File: config.mk
export PLATFORM = sky130hd
export DESIGN_NAME = memory_sequencer
export DESIGN_NICKNAME = d
export VERILOG_FILES = /design/src/rtl/memory_sequencer_pkg.sv /design/src/rtl/memory_sequencer_wait_state_counter.sv /design/src/rtl/memory_sequencer.sv
export SDC_FILE = /design/constraint.sdc
export NUM_CORES = 1
export LEC_CHECK = 0
export CAP_MARGIN = 20
export CORE_MARGIN = 5
export CORE_UTILIZATION = 42
export DETAILED_ROUTE_END_ITERATION = 8
export PLACE_DENSITY = 0.8
export SYNTH_ARGS = -nofsm -noshare
export SYNTH_HDL_FRONTEND = slang
export SYNTH_HIERARCHICAL = 1
export SYNTH_SLANG_ARGS = --single-unit
File: constraint.sdc
create_clock -name clock -period 2.2 [get_ports clock]
set_input_delay 0.33 -clock clock [delete_from_list [all_inputs] [get_ports clock]]
set_output_delay 0.33 -clock clock [all_outputs]
set_load 0.05 [all_outputs]
File: src/rtl/memory_sequencer_pkg.sv
// Shared types and widths for the CPU-to-RAM memory sequencer.
// Bit numbering is big-endian: bit 0 is the MSB of every bus.
package memory_sequencer_pkg;

  localparam int unsigned WORD_W = 32;
  localparam int unsigned ADDR_W = 17;

  typedef enum logic [1:0] {
    ST_IDLE     = 2'd0,
    ST_WAIT     = 2'd1,
    ST_COMPLETE = 2'd2,
    ST_ACK      = 2'd3
  } seq_state_e;

  typedef struct packed {
    logic              write;
    logic [0:ADDR_W-1] address;
    logic [0:WORD_W-1] wdata;
  } access_t;

  // Any address bit outside the implemented mask puts the access out of range.
  function automatic logic out_of_range(input logic [0:ADDR_W-1] address,
                                        input logic [0:ADDR_W-1] mask);
    return (address & ~mask) != '0;
  endfunction

endpackage

File: src/rtl/memory_sequencer_wait_state_counter.sv
// Down-counter timing the WAIT phase of a sequencer access.
// Loads WAIT_STATES on start; done_c is high during the last wait cycle.
module wait_state_counter #(
  parameter int unsigned WAIT_STATES = 2
) (
  input  logic clock,
  input  logic reset,
  input  logic start,
  output logic done_c
);

  localparam int unsigned CNT_W = (WAIT_STATES > 0) ? $clog2(WAIT_STATES + 1) : 1;

  logic [CNT_W-1:0] count;

  always_ff @(posedge clock or negedge reset) begin
    if (!reset) begin
      count <= '0;
    end else if (start) begin
      count <= CNT_W'(WAIT_STATES);
    end else if (count != '0) begin
      count <= count - CNT_W'(1);
    end
  end

  assign done_c = (count == CNT_W'(1));

endmodule

File: src/rtl/memory_sequencer.sv
// Sequencer between the CPU memory port and the RAM: req/ack handshake,
// programmable wait states, out-of-range rejection and sticky halt detection.
module memory_sequencer
  import memory_sequencer_pkg::*;
#(
  parameter int unsigned   WAIT_STATES  = 2,
  parameter logic [15:31]  ADDRESS_MASK = 17'h1ff,
  parameter logic [15:31]  HALT_ADDRESS = 17'h00100,
  parameter logic [0:31]   HALT_DATA    = 32'h00010001
) (
  input  logic         clock,
  input  logic         reset,
  input  logic         cpu_req,
  input  logic         cpu_write,
  input  logic [15:31] cpu_address,
  input  logic [0:31]  cpu_wdata,
  output logic [0:31]  cpu_rdata,
  output logic         cpu_ack,
  output logic         cpu_busy,
  output logic         bus_error,
  output logic [15:31] mem_address,
  output logic         mem_write_en,
  output logic [0:31]  mem_wdata,
  input  logic [0:31]  mem_rdata,
  output logic         sim_end
);

  seq_state_e state;
  seq_state_e next_state;
  access_t    acc_q;
  logic       wait_start_c;
  logic       wait_done_c;
  logic       accept_c;
  logic       oor_c;
  logic       halt_hit_c;

  wait_state_counter #(
    .WAIT_STATES (WAIT_STATES)
  ) u_wait_state_counter (
    .clock  (clock),
    .reset  (reset),
    .start  (wait_start_c),
    .done_c (wait_done_c)
  );

  always_ff @(posedge clock or negedge reset) begin
    if (!reset) begin
      state <= ST_IDLE;
    end else begin
      state <= next_state;
    end
  end

  // Next-state logic; the write strobe is decoded straight from state so reset kills it at once.
  always_comb begin
    next_state   = state;
    wait_start_c = 1'b0;
    accept_c     = 1'b0;
    mem_write_en = 1'b0;
    case (state)
      ST_IDLE: begin
        if (cpu_req) begin
          accept_c = 1'b1;
          if (WAIT_STATES == 0) begin
            next_state = ST_COMPLETE;
          end else begin
            next_state   = ST_WAIT;
            wait_start_c = 1'b1;
          end
        end
      end
      ST_WAIT: begin
        if (wait_done_c) next_state = ST_COMPLETE;
      end
      ST_COMPLETE: begin
        mem_write_en = acc_q.write && !oor_c;
        next_state   = ST_ACK;
      end
      ST_ACK: begin
        next_state = ST_IDLE;
      end
      default: begin
        next_state = ST_IDLE;
      end
    endcase
  end

  assign oor_c      = out_of_range(acc_q.address, ADDRESS_MASK);
  assign halt_hit_c = acc_q.write && !oor_c &&
                      (acc_q.address == HALT_ADDRESS) && (acc_q.wdata == HALT_DATA);

  // Request latches, read capture and registered completion flags.
  always_ff @(posedge clock or negedge reset) begin
    if (!reset) begin
      acc_q     <= '0;
      cpu_rdata <= '0;
      cpu_ack   <= 1'b0;
      bus_error <= 1'b0;
      sim_end   <= 1'b0;
    end else begin
      cpu_ack   <= (state == ST_ACK);
      bus_error <= (state == ST_ACK) && oor_c;
      if (accept_c) begin
        acc_q <= {cpu_write, cpu_address, cpu_wdata};
      end
      if (state == ST_COMPLETE) begin
        if (oor_c) begin
          cpu_rdata <= '0;
        end else if (!acc_q.write) begin
          cpu_rdata <= mem_rdata;
        end
        if (halt_hit_c) begin
          sim_end <= 1'b1;
        end
      end
    end
  end

  assign cpu_busy    = (state != ST_IDLE);
  assign mem_address = acc_q.address;
  assign mem_wdata   = acc_q.wdata;

endmodule

==> results.md, run 1 <==
- Hold buffers post-CTS: 0
- Peak VDD IR: 963 uV
- Total power: approximately 0.008 W
- Largest net degree at the start of global routing: 65
- Fmax: 0.474 GHz
- Failing checks: hold timing
- Crit Reg-Reg Startpoint: mem_address[22]
- N_diodes: 0
- DIE HEIGHT: 107 um
- Clk slew on worst S/H paths: 0.10 ns
- Width of the die: roughly 110 um
- Core Region: 9200 um^2
- Max-Cap Viols: 0
- Cell area after synthesis: between 3000 and 4000 um^2
- Clock root buffer master: clkbuf_8
- FF-to-FF path depth: 5
- TritonCTS clock tree: yes
- Die footprint: 11500 um^2
- Worst Path Arrival: approximately 1.8 ns
- CTS Sinks: 89
- WL per Instance: 16.0 um
- Post-synth net total: about 440
- Pin slew with the least headroom to its limit: 0.635 ns
- Worst-path cell chain: or4_4 -> nor2_4 -> and3_4 -> buf_12
- Iteration-0 DRC Markers: 92
- Area growth from synthesis to layout: 43.2%
- YS warnings: 6
- Largest stage delay, worst path: 0.59 ns
- Final period util: 0.960
- Total Neg Setup Slack: 0 ns
- Synth unique cells: 28
- Initial antenna violation count: 0
- R2R setup slack: 0.40 ns
- Run status: finished, violations left
- Startpoint class of the critical path: flip-flop
- Pleak: 2.35 nW
- I/O pin cnt: 171
- First-pass GRT wire length: 14900 um
- Vias per cell: ~4.7
- Row count: 35
- Hold WS: -0.00798 ns
- Nets: 561
- CP Capture Type: output port
- Placer congestion estimate: about 0.75
- Clock buffer depth: 2
- Total CTS buffers: 9
- Sequential-to-total area share from yosys stat: 0.562
- Crit path time final: 2.11 ns
- WS Path Type: flip-flop to output port
- Slew headroom: 0.576
- Initial Util: 0.431
- Final Skew: between 0.01 and 0.015 ns
- 1st-pass router iterations: 4
- Port buffer count: 170
- H-tree Lvls: 3
- Worst-Skew Late Latency: 0.34 ns
- CP max stage cell: or4_4
- Final Hold Vio Count: 6
- Layout cell share with drive strength beyond 1: 0.169
- DRC: 0
- GRT Util Overall: 0.164
- Hpwl dp: about 7000 um
- Fillcell total: about 760
- CP Launch Point: mem_address[22]
- Vias: 2772
- Synth Register Bits: between 80 and 90
- Routed WL: slightly above 9000 um
- # setup viols final: 0
- Final ANT Viol Nets: 0
- RSZ-0062 raised after global routing: false
- Vias in the first global route: about 2800
- Syn Area/Cell: 11.4 um^2
- Hold WC Path Type: primary input to asynchronous set/reset pin
- Cells after Synth: 346
- Pwr Density: 1430 nW/um^2
- Remaining global-route overflow: 0
- Crit path max fanout: 3
- Fin. max-slew vios: 0
- Reg-to-reg endpoint: cpu_rdata[4]
- CP required: ~1.9 ns
==> where the power goes <==
part	internal, W	total [W]	switching [W]
Combinational	0.00165	0.00437	0.00272
Sequential	0.00219	0.00260	0.000404
Clock	0.000544	0.00115	0.000602
==> layout make-up <==
type | count | area (um^2) | share of cell area
flip-flops and latches | 89 | 2230 | 0.393
repair buffers | 175 | 1780 | 0.314
multi-input cells | 186 | 1290 | 0.227
well taps | 111 | 139 | 0.0245
clock buffers | 10 | 128 | 0.0225
clock inverters | 6 | 75.1 | 0.0132
inverters | 8 | 30.0 | 0.00530
==> layout by cell type (no fill, tap or decap), types with 2 or more instances in the layout <==
cell,n
clkdlybuf4s50_1,167
nand2b_1,2
inv_1,8
clkbuf_8,9
buf_12,4
nor4b_1,3
nand2_1,66
ha_1,7
o21ai_0,26
nor4_1,7
inv_6,2
mux2_2,50
nor2_1,3
dfrtp_1,89
or4_4,2
buf_4,4
nand4_1,2
o21ai_1,7
==> metrics by stage <==
step	area, um^2	instances	worst slack [ns]	utilization	hold WS, ns
floorplan	3960	346	0.222	-	0.0344
global placement	5450	568	0.369	0.592	0.388
detailed placement	5450	568	0.316	0.592	0.394
CTS	5650	584	0.00980	0.615	0.00105
global route	5670	585	0.00751	0.617	0.0286
finish	5670	585	0.0882	0.617	-0.00798
==> state kept, by name, indices dropped and copies added, names as in the netlist <==
name	cells
mem_wdata	32
bus_error	1
cpu_ack	1
state	2
mem_address	17
acc_q	1
u_wait_state_counter/count	2
sim_end	1
cpu_rdata	32
==> routing by layer <==
metal  vias to the layer above  track usage  wire, um
met2                        88        0.273      4740
met3                        11       0.0446       599
met5                         -            0         0
met4                         0       0.0621       154
li1                       1347            -         -
met1                      1326        0.203      3840
==> cell usage after synthesis <==
master	instances	area share
nor2b_1	1	0.0016
nor4_1	7	0.011
clkbuf_1	2	0.0019
o21ai_0	26	0.033
a21o_1	1	0.0019
a21oi_1	1	0.0013
o31ai_4	1	0.0054
buf_1	5	0.0047
or4_1	1	0.0019
nor2_2	1	0.0016
o21ai_1	7	0.0088
inv_1	8	0.0076
nor3_1	1	0.0013
or4_4	1	0.0028
buf_4	49	0.093
a31o_2	1	0.0022
xor2_1	1	0.0022
dfrtp_1	89	0.56
nor2_1	3	0.0028
ha_1	7	0.022
o22ai_1	1	0.0016
buf_2	7	0.0088
nor4b_1	3	0.0066
nand2_1	67	0.064
nand4_1	2	0.0032
nand2b_1	2	0.0032
mux2_2	50	0.14
and3_1	1	0.0016
==> how the worst max path moves through the flow <==
| stage | endpoint | cells after the start |
|---|---|---|
| global placement | mem_write_en | 4 |
| detailed placement | cpu_rdata[8] | 5 |
| finish | mem_write_en | 4 |
| CTS | mem_write_en | 4 |
| global route | mem_write_en | 4 |
| floorplan | mem_write_en | 3 |
==> kinds of logic (layout without fill, tap and decap cells) <==
kind of cell               count (synthesis)  count (layout)  share of synthesized area
adders and majority gates                  7               7                     0.0221
DFF                                       89              89                      0.562
AOI/OAI and AO/OA                         38              38                     0.0540
muxes                                     50              50                      0.142
xor gates and xnor gates                   1               1                    0.00221
and+or+nand+nor                           90              90                      0.101
buffers and inverters                     71             199                      0.116
==> worst max-delay path: cells and delay by family, from the launching register on <==
kind,cells,cell delay (ns)
flops,1,0.41
simple gates,3,0.91
buf+inv,1,0.13
==> what timing repair did <==
action / CTS / global route
endpoints found under the setup margin: 1 / 1
pin swaps: 0 / 1
buffers inserted: 0 / 1
gates resized for setup: 1 / 2
Note: power is estimated with default switching activity, not from simulation.
==> run 2, diff against run 1 <==
CAP_MARGIN = 30   (was 20)
==> results of run 2 <==
The final DEF is identical to that of run 1; final timing and power are the same.
